`config.mk`:
```
export PLATFORM = sky130hd
export DESIGN_NAME = biriscv_dbg_csr_master
export DESIGN_NICKNAME = d
export VERILOG_FILES = /design/src/rtl/biriscv_dbg_csr_master_pkg.sv /design/src/rtl/biriscv_dbg_csr_master.sv
export SDC_FILE = /design/constraint.sdc
export NUM_CORES = 1
export LEC_CHECK = 0
export BUFFER_PORTS_ARGS = -buffer_cell sky130_fd_sc_hd__buf_2
export CORE_MARGIN = 2
export CORE_UTILIZATION = 25
export DETAILED_ROUTE_END_ITERATION = 10
export GPL_ROUTABILITY_DRIVEN = 0
export SKIP_CTS_REPAIR_TIMING = 1
export SYNTH_ARGS = -nofsm -noshare
export SYNTH_HDL_FRONTEND = slang
export SYNTH_SLANG_ARGS = --single-unit
```
`constraint.sdc`:
```
create_clock -name clk -period 4.3 [get_ports clk]
set_input_delay 0.43 -clock clk [delete_from_list [all_inputs] [get_ports clk]]
set_output_delay 0.43 -clock clk [all_outputs]
set_load 0.01 [all_outputs]
```
`src/rtl/biriscv_dbg_csr_master_pkg.sv`:
```
// Shared definitions for the debug CSR master: error codes, FSM states, CSR address width.
package biriscv_dbg_csr_master_pkg;

  localparam int DBG_CSR_AW = 12;

  typedef enum logic [1:0] {
    DBG_ERR_OK     = 2'd0,
    DBG_ERR_BUSY   = 2'd1,
    DBG_ERR_HALT   = 2'd2,
    DBG_ERR_VERIFY = 2'd3
  } dbg_err_e;

  typedef enum logic [2:0] {
    DBG_ST_IDLE = 3'd0,
    DBG_ST_RST  = 3'd1,
    DBG_ST_WR   = 3'd2,
    DBG_ST_RD   = 3'd3,
    DBG_ST_RSP  = 3'd4
  } dbg_state_e;

endpackage

```
`src/rtl/biriscv_dbg_csr_master.sv`:
```
// Debug-side sequencer for the core's JTAG CSR port: one abstract command at a time, one response each.
// Define DBG_CSR_VERIFY_EN to read back every write and flag a mismatch.
module biriscv_dbg_csr_master
  import biriscv_dbg_csr_master_pkg::*;
#(
  parameter int READ_LAT   = 1,
  parameter int WR_TIMEOUT = 255
) (
  input  logic                  clk,
  input  logic                  rst_n,
  input  logic                  cmd_valid_i,
  output logic                  cmd_ready_o,
  input  logic                  cmd_write_i,
  input  logic                  cmd_reset_i,
  input  logic [DBG_CSR_AW-1:0] cmd_addr_i,
  input  logic [31:0]           cmd_wdata_i,
  output logic                  rsp_valid_o,
  input  logic                  rsp_ready_i,
  output logic [31:0]           rsp_rdata_o,
  output logic [1:0]            rsp_err_o,
  input  logic                  halted_i,
  input  logic                  csr_wb_busy_i,
  output logic                  jtag_reset_req_o,
  output logic                  jtag_csr_write_o,
  output logic [DBG_CSR_AW-1:0] jtag_csr_waddr_o,
  output logic [31:0]           jtag_csr_data_wr_o,
  output logic [DBG_CSR_AW-1:0] jtag_csr_raddr_o,
  input  logic [31:0]           jtag_csr_data_rd_i
);

  localparam logic [7:0] RD_LAST = 8'(READ_LAT - 1);
  localparam logic [7:0] WR_LAST = 8'(WR_TIMEOUT - 1);

  dbg_state_e            state_q, state_d;
  dbg_err_e              err_q, err_d;
  logic [DBG_CSR_AW-1:0] addr_q, addr_d;
  logic [DBG_CSR_AW-1:0] raddr_q, raddr_d;
  logic [31:0]           wdata_q, wdata_d;
  logic [31:0]           rdata_q, rdata_d;
  logic [7:0]            cnt_q, cnt_d;
  logic                  ready_q, ready_d;
`ifdef DBG_CSR_VERIFY_EN
  logic                  is_wr_q, is_wr_d;
`endif

  always_ff @(posedge clk or negedge rst_n) begin
    if (!rst_n) begin
      state_q <= DBG_ST_IDLE;
      err_q   <= DBG_ERR_OK;
      addr_q  <= '0;
      raddr_q <= '0;
      wdata_q <= '0;
      rdata_q <= '0;
      cnt_q   <= '0;
      ready_q <= 1'b0;
`ifdef DBG_CSR_VERIFY_EN
      is_wr_q <= 1'b0;
`endif
    end else begin
      state_q <= state_d;
      err_q   <= err_d;
      addr_q  <= addr_d;
      raddr_q <= raddr_d;
      wdata_q <= wdata_d;
      rdata_q <= rdata_d;
      cnt_q   <= cnt_d;
      ready_q <= ready_d;
`ifdef DBG_CSR_VERIFY_EN
      is_wr_q <= is_wr_d;
`endif
    end
  end

  always_comb begin
    state_d = state_q;
    err_d   = err_q;
    addr_d  = addr_q;
    raddr_d = raddr_q;
    wdata_d = wdata_q;
    rdata_d = rdata_q;
    cnt_d   = cnt_q;
`ifdef DBG_CSR_VERIFY_EN
    is_wr_d = is_wr_q;
`endif
    unique case (state_q)
      DBG_ST_IDLE: begin
        if (cmd_valid_i && ready_q) begin
          addr_d  = cmd_addr_i;
          wdata_d = cmd_wdata_i;
          rdata_d = '0;
          err_d   = DBG_ERR_OK;
          cnt_d   = '0;
`ifdef DBG_CSR_VERIFY_EN
          is_wr_d = cmd_write_i;
`endif
          // Reset needs no halt; a CSR command on a running core leaves the port untouched.
          if (cmd_reset_i) begin
            state_d = DBG_ST_RST;
          end else if (!halted_i) begin
            err_d   = DBG_ERR_HALT;
            state_d = DBG_ST_RSP;
          end else if (cmd_write_i) begin
            state_d = DBG_ST_WR;
          end else begin
            raddr_d = cmd_addr_i;
            state_d = DBG_ST_RD;
          end
        end
      end
      DBG_ST_RST: state_d = DBG_ST_RSP;
      DBG_ST_WR: begin
        if (!csr_wb_busy_i) begin
`ifdef DBG_CSR_VERIFY_EN
          raddr_d = addr_q;
          cnt_d   = '0;
          state_d = DBG_ST_RD;
`else
          state_d = DBG_ST_RSP;
`endif
        end else if (cnt_q == WR_LAST) begin
          err_d   = DBG_ERR_BUSY;
          state_d = DBG_ST_RSP;
        end else begin
          cnt_d = cnt_q + 8'd1;
        end
      end
      DBG_ST_RD: begin
        if (cnt_q == RD_LAST) begin
          rdata_d = jtag_csr_data_rd_i;
          state_d = DBG_ST_RSP;
`ifdef DBG_CSR_VERIFY_EN
          // WARL fields can legitimately differ; the debug module decides whether to mask this.
          if (is_wr_q && (jtag_csr_data_rd_i != wdata_q)) err_d = DBG_ERR_VERIFY;
`endif
        end else begin
          cnt_d = cnt_q + 8'd1;
        end
      end
      DBG_ST_RSP: begin
        if (rsp_ready_i) state_d = DBG_ST_IDLE;
      end
      default: state_d = DBG_ST_IDLE;
    endcase
    ready_d = (state_d == DBG_ST_IDLE);
  end

  assign cmd_ready_o        = ready_q;
  assign rsp_valid_o        = (state_q == DBG_ST_RSP);
  assign rsp_rdata_o        = rsp_valid_o ? rdata_q : '0;
  assign rsp_err_o          = rsp_valid_o ? err_q : DBG_ERR_OK;
  assign jtag_reset_req_o   = (state_q == DBG_ST_RST);
  assign jtag_csr_write_o   = (state_q == DBG_ST_WR);
  assign jtag_csr_waddr_o   = jtag_csr_write_o ? addr_q : '0;
  assign jtag_csr_data_wr_o = jtag_csr_write_o ? wdata_q : '0;
  assign jtag_csr_raddr_o   = raddr_q;

endmodule

```
After elaboration in Yosys (flattened, before gate mapping)
Index checks and enable logic that the tools add are counted.
{ "classes": {"addsub": 1, "eq_ne": 11, "muxes": 27, "bitwise_logic": 2, "reduce_logical": 12} }
{ "op_table": {"columns": ["cell", "n"], "rows": [
  ["$mux 32", 4],
  ["$pmux 32 s2", 1],
  ["$mux 8", 4],
  ["$pmux 8 s3", 1],
  ["$mux 3", 7],
  ["$pmux 3 s5", 1],
  ["$mux 12", 1],
  ["$mux 2", 6],
  ["$ne 2x2->1 const B", 5],
  ["$reduce_and 5->1", 2],
  ["$add 8x1->8 const B", 1],
  ["$eq 8x8->1 const B", 1],
  ["$logic_not 8->1", 1],
  ["$eq 3x2->1 const B", 2],
  ["$logic_not 3->1", 2],
  ["$pmux 2 s2", 1],
  ["$reduce_and 4->1", 1],
  ["$reduce_bool 2->1", 2],
  ["$eq 3x1->1 const B", 1],
  ["$eq 3x3->1 const B", 1],
  ["$reduce_and 3->1", 1],
  ["$reduce_bool 3->1", 1],
  ["$ne 2x1->1 const B", 1],
  ["$not 1->1", 2],
  ["other kinds (3)", 3]
]} }
{ "totals": {"ff_bits": 102, "inputBits": 84, "output_inout_bits": 94, "elab_cells": 61} }

Depth between registers and ports, before layout
Gate-level depths: netlist (run 1).
{ "logic_depth": {"word_depth": 6, "mapped_depth": 8, "mapped_depth_nobuf": 6} }

Least setup slack after synthesis (run 1)
OpenSTA, ideal clock, no wires.
{ "synth_timing": {"path_kind": "reg-to-output", "start": "reg state_q[1]", "end": "out rsp_err_o[0]", "arrival_ns": 1.395, "required_ns": 3.870, "setup_slack_ns": 2.475, "path_stages_with_launch": 4, "n_path_buf": 1, "path_cell_list": "dfrtp_1 -> nor3b_1 -> clkbuf_1 -> and2_1"} }
{ "synth_between": {"elab_chain_cells": 2} }
{ "synth_lines": {"columns": ["item", "line_no", "rtl"], "rows": [
  ["start, declared", "biriscv_dbg_csr_master.sv:34", "dbg_state_e state_q, state_d;"],
  ["start signal, assigned", "biriscv_dbg_csr_master.sv:60", "state_q <= state_d;"],
  ["$eq 3x3->1", "biriscv_dbg_csr_master.sv:148", "assign rsp_valid_o = (state_q == DBG_ST_RSP);"],
  ["via rsp_valid_o", "biriscv_dbg_csr_master.sv:17", "output logic rsp_valid_o,"],
  ["$mux 2", "biriscv_dbg_csr_master.sv:150", "assign rsp_err_o = rsp_valid_o ? err_q : DBG_ERR_OK;"],
  ["end, declared", "biriscv_dbg_csr_master.sv:20", "output logic [1:0] rsp_err_o,"]
]} }
The timed path passes the listed nets, and every way through them passes these cells.

Worst setup path in the final report (run 1)
{ "layout_timing": {"start": "reg state_q[1]", "end": "reg rdata_q[0]"} }
{ "layout_between": {"elab_chain_cells": 3, "word_cells_on_any_way": 7, "cone_classes": "eq/ne: 3; mux: 1; reduce/logical: 3"} }
{ "layout_lines": {"columns": ["item", "line_no", "rtl"], "rows": [
  ["$eq 3x2->1 / $logic_not 3->1 (equally long branches)", "biriscv_dbg_csr_master.sv:85", "unique case (state_q)"],
  ["$ne 2x2->1 (no source line) / $reduce_bool 2->1 (equally long branches)", null, null],
  ["$reduce_and 3->1 (no source line)", null, null],
  ["end signal, assigned", "biriscv_dbg_csr_master.sv:65", "rdata_q <= rdata_d;"],
  ["end, declared", "biriscv_dbg_csr_master.sv:39", "logic [31:0] rdata_q, rdata_d;"]
]} }
Several ways; a longest one is shown, not always the timed one.
A chain may end at the register's enable or synchronous reset.

==> results of run 1 <==
==> cell families (layout without fill, tap and decap cells) <==
family	after synthesis	in the layout	synth area share, %
AOI/OAI and AO/OA	25	25	3.82
adders and majority gates	3	3	0.764
buffers and inverters	70	236	6.31
DFF	102	102	51.9
muxes	45	45	9.50
and+or+nand+nor	288	288	27.7
==> power by group <==
| part | switching [W] | total, W | internal, W |
|---|---|---|---|
| Clock | 0.000386 | 0.000784 | 0.000398 |
| Sequential | 0.000154 | 0.00140 | 0.00124 |
| Combinational | 0.000621 | 0.00101 | 0.000386 |
==> flip-flops by register name (all words and copies together), names as in the netlist <==
signal / cells
err_q: 2
wdata_q: 32
addr_q: 12
cmd_ready_o: 1
cnt_q: 8
rdata_q: 32
jtag_csr_raddr_o: 12
state_q: 3
==> stage by stage <==
stage | util [%] | cell area, sq um | std cells | total power (W) | worst slack (ps)
floorplan | - | 4910 | 533 | 0.00207 | 2480
global placement | 31.1 | 6030 | 948 | 0.00241 | 1690
detailed placement | 31.1 | 6030 | 948 | 0.00244 | 1560
CTS | 32.5 | 6300 | 964 | 0.00325 | 1550
global route | 32.5 | 6300 | 964 | 0.00344 | 1360
finish | 32.5 | 6300 | 964 | 0.00319 | 1580
==> per-layer routing <==
layer	wire (um)	track usage, %	vias to the layer above
li1	-	-	2027
met5	12	0	-
met2	6040	19.7	155
met3	1040	4.07	18
met1	6120	16.9	1928
met4	186	4.19	2
==> final cells by class <==
type,count,area share (%)
inverter,36,2.14
timing repair buffer,184,14.9
sequential,102,40.5
tap,265,5.26
clock buffer,10,3.63
clock inverter,6,0.715
multi-input combinational,361,32.8
==> worst min-delay path by stage <==
stage,startpoint,end,slack [ps]
3_5_place_dp,addr_q[10]$_DFFE_PN0P_,addr_q[10]$_DFFE_PN0P_,450
3_3_place_gp,wdata_q[30]$_DFFE_PN0P_,wdata_q[30]$_DFFE_PN0P_,450
5_1_grt,cmd_wdata_i[20],wdata_q[20]$_DFFE_PN0P_,260
2_1_floorplan,rst_n,addr_q[0]$_DFFE_PN0P_,130
4_1_cts,cmd_wdata_i[18],wdata_q[18]$_DFFE_PN0P_,250
6_report,rst_n,rdata_q[1]$_DFFE_PN0P_,230
==> cell usage in the layout, fill, tap and decap left out, types with 2 or more instances in the layout <==
cell type                    Yosys  final
sky130_fd_sc_hd__buf_2           1    176
sky130_fd_sc_hd__nand2_1       172    171
sky130_fd_sc_hd__dfrtp_1       102    102
sky130_fd_sc_hd__and3_1         47     47
sky130_fd_sc_hd__and2_1         38     37
sky130_fd_sc_hd__inv_1          36     36
sky130_fd_sc_hd__mux2i_1        32     32
sky130_fd_sc_hd__mux2_2         12     12
sky130_fd_sc_hd__clkbuf_16       0      9
sky130_fd_sc_hd__buf_4           2      8
sky130_fd_sc_hd__nor2_1          6      5
sky130_fd_sc_hd__nor3_1          5      5
sky130_fd_sc_hd__nand3_1         5      5
sky130_fd_sc_hd__o21ai_0         5      5
sky130_fd_sc_hd__a21oi_1         4      4
sky130_fd_sc_hd__nor2b_1         3      3
sky130_fd_sc_hd__a221o_1         3      3
sky130_fd_sc_hd__ha_1            3      3
sky130_fd_sc_hd__nand2b_1        2      2
sky130_fd_sc_hd__and3b_1         2      2
sky130_fd_sc_hd__a21o_1          2      2
sky130_fd_sc_hd__o22a_1          2      2
sky130_fd_sc_hd__clkinv_2        0      2
sky130_fd_sc_hd__clkinvlp_4      0      2
==> reports/results.md, run 1 <==
| Quantity | Value |
|---|---|
| Cell-by-cell trace of the critical path | and3b_1, and3_1, or2_2, mux2i_1 |
| Flop2flop setup slack | 1580 ps |
| Vias in the first global route | 3989 |
| Total count of hold-check failures in the final report | 0 |
| Area of the die | 20800 sq um |
| Total number of H-tree levels | 3 |
| Number of antenna violations at the first check in global routing | 1 |
| Hpwl dp | 8.81 mm |
| Unique cell type count in the Yosys netlist | 43 |
| Post-Route WL | 13.4 mm |
| Clock root buffer | sky130_fd_sc_hd__clkbuf_16 |
| CP endpoint kind | register |
| Worst-case vdd ir drop | 0.216 mV |
| Area fraction of the dominant cell type after synthesis | 51.9% |
| DRC | 0 |
| Most used flip-flop cell after synthesis | sky130_fd_sc_hd__dfrtp_1 |
| Effective utilization at floorplan | 25.3% |
| Worst R2R End | rdata_q[0]$_DFFE_PN0P_ |
| Buffers and inverters on the worst path | 0 |
| Number of synthesis warnings | 0 |
| Post-synthesis register bit count | 102 |
| Drt wl/cell | 13.9 um |
| Syn nets | 620 |
| Hold Slack | 231 ps |
| Startpoint of the most critical register-to-register path | state_q[1]$_DFF_PN0_ |
| Syn-to-layout area delta | 28.2% |
| # rows | 51 |
| Fmax | 0.368 GHz |
| Static leakage | 3.45 nW |
| Number of buffers inserted during clock tree synthesis | 9 |
| Total Routing Usage GR | 12.7% |
| Cell count of the worst reg-to-reg path | 4 |
| Syn_area_per_cell | 9.22 sq um |
| Count of nets after finishing | 781 |
| Instance count on the critical path | 4 |
| Total I/O pin count | 178 |
| Clock tree sinks | 102 |
| Global-route wire length before repair | 20.6 mm |
| Clock input transition at the sequential cells of the worst setup and hold paths | 70 ps |
| Max cap viols | 0 |
| Stage delay of the slowest cell on the critical path | 810 ps |
| Count of inserted antenna diode cells | 0 |
| Clock Path Buffers | 2 |
| Area occupied by multi-input gates | 2070 sq um |
| CTS tree | yes |
| Unrepaired setup endpoints after global routing | no |
| Data arrival time of the critical path | 2980 ps |
| Dominant cell type by area after synthesis | sky130_fd_sc_hd__dfrtp_1 |
| Total congestion overflow after global routing | 0 |
| Share of synthesized flip-flops with an asynchronous set or reset | 100% |
| Vias per cell | 4.28 |
| Outcome | completed |
| Post-synthesis cell area | 4910 sq um |
| DIE WIDTH | 144 um |
| Crit. Startpoint | state_q[1]$_DFF_PN0_ |
| Power per standard cell area | 506 nW/um^2 |
| Crit path max-delay cell type | sky130_fd_sc_hd__or2_2 |
| Required time of the critical path | 4560 ps |
| Placeable Area | 19400 sq um |
| Worst-case headroom to the max-slew limit | 30.8% |
| Most instantiated cells after synthesis | sky130_fd_sc_hd__nand2_1 (172), sky130_fd_sc_hd__dfrtp_1 (102), sky130_fd_sc_hd__and3_1 (47), sky130_fd_sc_hd__and2_1 (38), sky130_fd_sc_hd__inv_1 (36) |
| Share of the clock period used by the worst path | 63.3% |
| Drt pass-1 iters | 4 |
| ANT nets after route | 0 |
| Clock latency at the later pin of the worst-skew pair | 350 ps |
| Number of buffer cells added on primary ports | 177 |
| Final setup skew | 8.83 ps |
| Initial DRC count | 138 |
| HP Class | in2async |
| Pin count of the biggest net entering global routing | 74 |
| Post-layout minimum cycle time | 2720 ps |
| Termination of the worst setup path | rdata_q[0]$_DFFE_PN0P_ |
| Sequential fraction of the synthesis area | 51.9% |
| Crit path launch type | register |
| Post-Syn Instances | 533 |
| CP top delay family | simple AND/OR/NAND/NOR gates |
| Final setup TNS | 0 ps |
| Final setup violating endpoints | 0 |
| Final number of max-transition violations | 0 |
| Combined flip-flop and latch cell area | 2550 sq um |
| Layout cells sized above 1 | 31.5% |
| Worst Path Class, Setup | reg2reg |
| Maximum fanout encountered on the critical timing path | 32 |
| Number of inserted filler cells in the final layout | 2097 |
| Count of flip-flops with a built-in enable after synthesis | 0 |
| Y dimension of the die | 144 um |
| Least-Margin Pin Slew | 1040 ps |
| Via Count | 4130 |
| Most frequent cell after synthesis | sky130_fd_sc_hd__nand2_1 |
| Top cells by area, synth | sky130_fd_sc_hd__dfrtp_1 (52%), sky130_fd_sc_hd__nand2_1 (13%), sky130_fd_sc_hd__mux2i_1 (6.5%) |
Power figures use the tool's default switching activity.
==> inputs of run 2 (changes only) <==
==> constraint.sdc (replaced) <==
create_clock -name clk -period 2.66 [get_ports clk]
set_input_delay 0.266 -clock clk [delete_from_list [all_inputs] [get_ports clk]]
set_output_delay 0.266 -clock clk [all_outputs]
set_load 0.01 [all_outputs]
==> run 2 against run 1 <==
Compared with the run above:
- total power up 60%
- critical path type unchanged
- design area up 0.58%
- first-iteration DRC count up 57%
- maximum frequency up 26%
- sequential power up 61%
- utilization up 0.19 points
- critical path depth up 3
- register-to-register slack worse by 1100 ps
- global-route usage about the same
- cell count up 0.41%
- via count down 0.39%
- largest cell class unchanged
==> reports/results.md, run 2 (same netlist as run 1, synthesis figures left out) <==
| Quantity | Value | Delta |
|---|---|---|
| Total Routing Usage GR | 12.8% | +0.043 points |
| Effective utilization at floorplan | 25.3% | unchanged |
| Final setup TNS | 0 ps | unchanged |
| Syn-to-layout area delta | 29.0% |  |
| Clock tree sinks | 102 | unchanged |
| Final setup violating endpoints | 0 | unchanged |
| Clock Path Buffers | 2 | unchanged |
| Clock root buffer | sky130_fd_sc_hd__clkbuf_16 |  |
| Data arrival time of the critical path | 2420 ps | -560 ps |
| Count of inserted antenna diode cells | 0 | unchanged |
| Worst Path Class, Setup | reg2reg |  |
| Post-Route WL | 13.2 mm | -1.4% |
| Power per standard cell area | 804 nW/um^2 | +59% |
| Area of the die | 20800 sq um | unchanged |
| Final number of max-transition violations | 0 | unchanged |
| Crit path launch type | register |  |
| Hold Slack | 105 ps | -126 ps |
| Least-Margin Pin Slew | 602 ps | -436 ps |
| Hpwl dp | 9.03 mm | +2.5% |
| Maximum fanout encountered on the critical timing path | 22 | -31% |
| Fmax | 0.464 GHz | +26% |
| Registers with the most flip-flops | rdata_q (32), wdata_q (32) |  |
| Clock input transition at the sequential cells of the worst setup and hold paths | 70 ps | about the same |
| Final setup skew | 4.54 ps | -4.29 ps |
| DIE WIDTH | 144 um | unchanged |
| CTS tree | yes |  |
| Number of buffer cells added on primary ports | 177 | unchanged |
| Outcome | completed |  |
| Post-layout minimum cycle time | 2150 ps | -567 ps |
| # rows | 51 | unchanged |
| CP endpoint kind | register |  |
| Pin count of the biggest net entering global routing | 54 | -27% |
| Y dimension of the die | 144 um | unchanged |
| Required time of the critical path | 2920 ps | -1640 ps |
| Number of antenna violations at the first check in global routing | 0 | -1 |
| ANT nets after route | 0 | unchanged |
| Initial DRC count | 216 | +57% |
| DRC | 0 | unchanged |
| Unrepaired setup endpoints after global routing | no |  |
| Number of buffers inserted during clock tree synthesis | 9 | unchanged |
| Drt pass-1 iters | 4 | unchanged |
| Worst-case vdd ir drop | 0.439 mV | +100% |
| Vias per cell | 4.25 | -0.80% |
| HP Class | in2reg |  |
| Drt wl/cell | 13.6 um | -1.8% |
| Share of the clock period used by the worst path | 80.9% | +18 points |
| Vias in the first global route | 4013 | +0.60% |
| Placeable Area | 19400 sq um | unchanged |
| Via Count | 4114 | -0.39% |
| Global-route wire length before repair | 20.8 mm | +1.1% |
| Worst-case headroom to the max-slew limit | 58.8% | +28 points |
| Clock latency at the later pin of the worst-skew pair | 350 ps | about the same |
| Total count of hold-check failures in the final report | 0 | unchanged |
| Total congestion overflow after global routing | 0 | unchanged |
| Max cap viols | 0 | unchanged |
| Count of nets after finishing | 786 | +0.64% |
| Total I/O pin count | 178 | unchanged |
| Most common cell after layout, fill and taps aside | sky130_fd_sc_hd__buf_2 |  |
| Layout cells sized above 1 | 31.6% | +0.11 points |
| Static leakage | 3.47 nW | +0.58% |
| Most frequent cells in the layout | sky130_fd_sc_hd__buf_2 (176), sky130_fd_sc_hd__nand2_1 (171), sky130_fd_sc_hd__dfrtp_1 (102), sky130_fd_sc_hd__and3_1 (47), sky130_fd_sc_hd__and2_1 (37) |  |
| Total number of H-tree levels | 3 | unchanged |
[run 2: cell count changes in the layout (fill, tap and decap cells not counted), sizes merged]
cell	previous run	this run
buf	184	188
inv	38	36
clkbuf	10	11
dlygate4sd3	0	1
[run 2: final cells by class]
cell class	count	area [sq um]
Inverter	36	135
Sequential cell	102	2550
Fill cell	2090	13100
Timing Repair Buffer	189	993
Tap cell	265	332
Clock inverter	4	25.0
Clock buffer	11	233
Multi-Input combinational cell	361	2070
[run 2: path summary, 6_finish.rpt]
kind                       cells past startpoint                       to  slack, ps             startpoint
max                                            7  rdata_q[31]$_DFFE_PN0P_        510   cnt_q[0]$_DFFE_PN0P_
min                                            3  wdata_q[18]$_DFFE_PN0P_        100        cmd_wdata_i[18]
max reg2reg                                    7  rdata_q[31]$_DFFE_PN0P_        510   cnt_q[0]$_DFFE_PN0P_
min reg2reg                                    2    addr_q[3]$_DFFE_PN0P_        470  addr_q[3]$_DFFE_PN0P_
max in group asynchronous                      3  rdata_q[17]$_DFFE_PN0P_       1600                  rst_n
min in group asynchronous                      2     err_q[0]$_DFFE_PN0P_        340                  rst_n
[run 2: power by group]
group	internal [W]	switching [W]
sequential	0.00201	0.000240
combinational	0.000636	0.00101
clock	0.000628	0.000576
[run 2: routing by layer]
layer	vias to the layer above	part of all wire, %	GRT usage [%]
li1	2039	-	-
met5	-	0	0
met3	15	7.2	3.81
met4	0	1.3	3.68
met2	144	46	20.7
met1	1916	45	16.6
[run 2: through the flow]
stage / power (W) / setup slack [ps] / std cells / cell area [sq um] / utilization, %
6_report: 0.00509 / 507 / 968 / 6340 / 32.7
3_5_place_dp: 0.00395 / 524 / 952 / 6070 / 31.3
2_1_floorplan: 0.00335 / 865 / 533 / 4910 / -
3_3_place_gp: 0.00392 / 615 / 952 / 6070 / 31.3
4_1_cts: 0.00520 / 514 / 967 / 6330 / 32.6
5_1_grt: 0.00550 / 374 / 968 / 6340 / 32.7
[run 2: critical path, cell delays in order, from the launching register on]
cell and delay, ps:
sky130_fd_sc_hd__dfrtp_1 430, sky130_fd_sc_hd__inv_1 100, sky130_fd_sc_hd__ha_1 150, sky130_fd_sc_hd__nor4b_1 410, sky130_fd_sc_hd__and3_1 260, sky130_fd_sc_hd__or2_2 130, sky130_fd_sc_hd__buf_4 340, sky130_fd_sc_hd__mux2i_1 240
==> inputs of run 3 (changes only) <==
==> constraint.sdc (replaced) <==
create_clock -name clk -period 1.9 [get_ports clk]
set_input_delay 0.19 -clock clk [delete_from_list [all_inputs] [get_ports clk]]
set_output_delay 0.19 -clock clk [all_outputs]
set_load 0.01 [all_outputs]
==> run 3 against run 2 <==
Compared with the run above:
- global-route usage barely moved
- cell count rose by 1.3%
- setup slack got worse by 460 ps
- flip-flop and latch count did not move
- clock power rose by 64%
- sequential share of layout area fell by 1.4 points
- combinational power rose by 57%
- utilization rose by 1.2 points
- sequential power rose by 39%
- non-clock buffer count rose by 12
- clock skew rose by 4.7 ps
- total power rose by 51%
- critical endpoint is now jtag_csr_data_wr_o[21]
==> reports/results.md, run 3 (same netlist as run 1, synthesis figures left out) <==
| Quantity | Value | Delta |
|---|---|---|
| Share of the clock period used by the worst path | 97.3% |  |
| Number of buffer cells added on primary ports | 177 | unchanged |
| Clock root buffer | sky130_fd_sc_hd__clkbuf_16 |  |
| # rows | 51 | unchanged |
| Clock tree sinks | 102 | unchanged |
| Total power | 0.00767 W | +51% |
| Hold Slack | 22.7 ps | -82.2 ps |
| Clock Path Buffers | 2 | unchanged |
| Stage delay of the slowest cell on the critical path | 490 ps | +60 ps |
| Count of nets after finishing | 798 | +1.5% |
| Final design utilization | 33.8% | +1.2 points |
| Least-Margin Pin Slew | 600 ps | -1.37 ps |
| Syn-to-layout area delta | 33.5% |  |
| Unrepaired setup endpoints after global routing | yes |  |
| Clock latency at the later pin of the worst-skew pair | 360 ps | about the same |
| Maximum fanout encountered on the critical timing path | 44 | +100% |
| Most common cell after layout, fill and taps aside | sky130_fd_sc_hd__buf_2 |  |
| Post-layout minimum cycle time | 1850 ps |  |
| Final setup violating endpoints | 0 | unchanged |
| Number of antenna violations at the first check in global routing | 0 | unchanged |
| Vias in the first global route | 4132 | +3.0% |
| Effective utilization at floorplan | 25.3% | unchanged |
| DRC | 0 | unchanged |
| Instance area after placement | 6150 sq um | +1.3% |
| Crit path max-delay cell type | sky130_fd_sc_hd__dfrtp_1 |  |
| Global-route wire length before repair | 20.8 mm | -0.20% |
| Worst Path Class, Setup | reg2out |  |
| Fmax | 0.541 GHz |  |
| Number of buffers inserted during clock tree synthesis | 9 | unchanged |
| Required time of the critical path | 1710 ps | -1210 ps |
| ANT nets after route | 0 | unchanged |
| Data arrival time of the critical path | 1660 ps | -760 ps |
| Static leakage | 3.59 nW | +3.3% |
| Cell area after layout | 6560 sq um | +3.5% |
| Layout cells sized above 1 | 33.7% | +2.1 points |
| Max cap viols | 0 | unchanged |
| Drt pass-1 iters | 4 | unchanged |
| Placeable Area | 19400 sq um | unchanged |
| Final number of max-transition violations | 0 | unchanged |
| HP Class | in2reg |  |
| Power per standard cell area | 1170 nW/um^2 | +45% |
| Pin count of the biggest net entering global routing | 103 | +91% |
| Most frequent cells in the layout | sky130_fd_sc_hd__buf_2 (175), sky130_fd_sc_hd__nand2_1 (171), sky130_fd_sc_hd__dfrtp_1 (102), sky130_fd_sc_hd__and3_1 (45), sky130_fd_sc_hd__and2_1 (37) |  |
| Initial DRC count | 231 | +6.9% |
| Drt wl/cell | 13.4 um | -1.7% |
| CP top delay family | flip-flops |  |
| Total count of hold-check failures in the final report | 0 | unchanged |
| Y dimension of the die | 144 um | unchanged |
| Count of inserted antenna diode cells | 0 | unchanged |
| DIE WIDTH | 144 um | unchanged |
| Crit path launch type | register |  |
| CP endpoint kind | primary output |  |
| Total congestion overflow after global routing | 0 | unchanged |
| Final setup skew | 9.20 ps | +4.67 ps |
| Outcome | completed |  |
| Total I/O pin count | 178 | unchanged |
| Total number of H-tree levels | 3 | unchanged |
| Via Count | 4208 | +2.3% |
| Post-Route WL | 13.2 mm | -0.40% |
| Worst-case headroom to the max-slew limit | 60.0% | +1.1 points |
| Vias per cell | 4.29 | +0.93% |
| Buffers and inverters on the worst path | 2 | unchanged |
| Registers with the most flip-flops | rdata_q (32), wdata_q (32) |  |
| Hpwl dp | 8.66 mm | -4.1% |
| Cell-by-cell trace of the critical path | nor2_4, buf_12, and3_1, buf_2 |  |
| Total Routing Usage GR | 12.8% | -0.019 points |
| Area of the die | 20800 sq um | unchanged |
| Clock input transition at the sequential cells of the worst setup and hold paths | 70 ps | about the same |
| Worst-case vdd ir drop | 0.434 mV | -1.2% |
| CTS tree | yes |  |
| Number of inserted filler cells in the final layout | 2042 | -2.3% |
-- run 3: per-stage QoR --
step                setup WS [ps]  setup TNS [ps]  instances
floorplan                     105               0        533
global placement            -7.25           -7.25        961
detailed placement           7.69               0        961
CTS                          -174           -7440        977
global route                -29.8            -449        981
finish                       51.4               0        981
-- run 3: cell type report --
cell class	instances	area, sq um	share of cell area [%]
Clock buffer	9	225	3.43
Clock inverter	7	88.8	1.35
Sequential cell	102	2550	38.9
Tap cell	265	332	5.05
Multi-Input combinational cell	361	2100	32.0
Timing Repair Buffer	201	1130	17.2
Inverter	36	135	2.06
-- run 3: final timing paths --
| path | startpoint | end | slack, ps | depth (start not counted) |
|---|---|---|---|---|
| worst max-delay path | state_q[0]$_DFF_PN0_ | jtag_csr_data_wr_o[21] | 50 | 4 |
| worst min-delay path | cmd_wdata_i[28] | wdata_q[28]$_DFFE_PN0P_ | 20 | 3 |
| worst max register to register | cnt_q[0]$_DFFE_PN0P_ | cnt_q[4]$_DFFE_PN0P_ | 70 | 7 |
| worst min register to register | wdata_q[23]$_DFFE_PN0P_ | wdata_q[23]$_DFFE_PN0P_ | 470 | 2 |
| max in group asynchronous | rst_n | wdata_q[19]$_DFFE_PN0P_ | 990 | 3 |
| min in group asynchronous | rst_n | rdata_q[0]$_DFFE_PN0P_ | 430 | 3 |
-- run 3: power by group --
group | total, W | internal [W] | switching, W
combinational | 0.00258 | 0.00110 | 0.00148
sequential | 0.00312 | 0.00281 | 0.000314
clock | 0.00197 | 0.00105 | 0.000916
-- run 3: tightest hold or removal path: stages --
cell	delay (ps)
sky130_fd_sc_hd__buf_2	70
sky130_fd_sc_hd__nand2_1	40
sky130_fd_sc_hd__nand2_1	40
-- run 3: layer usage --
layer  global-route usage [%]  vias up  routed length, um
met5                        0        -                  0
met4                     5.16        0                267
met3                     3.48       15                804
met2                     20.2      131               5830
met1                     16.6     2001               6250
li1                         -     2061                  -
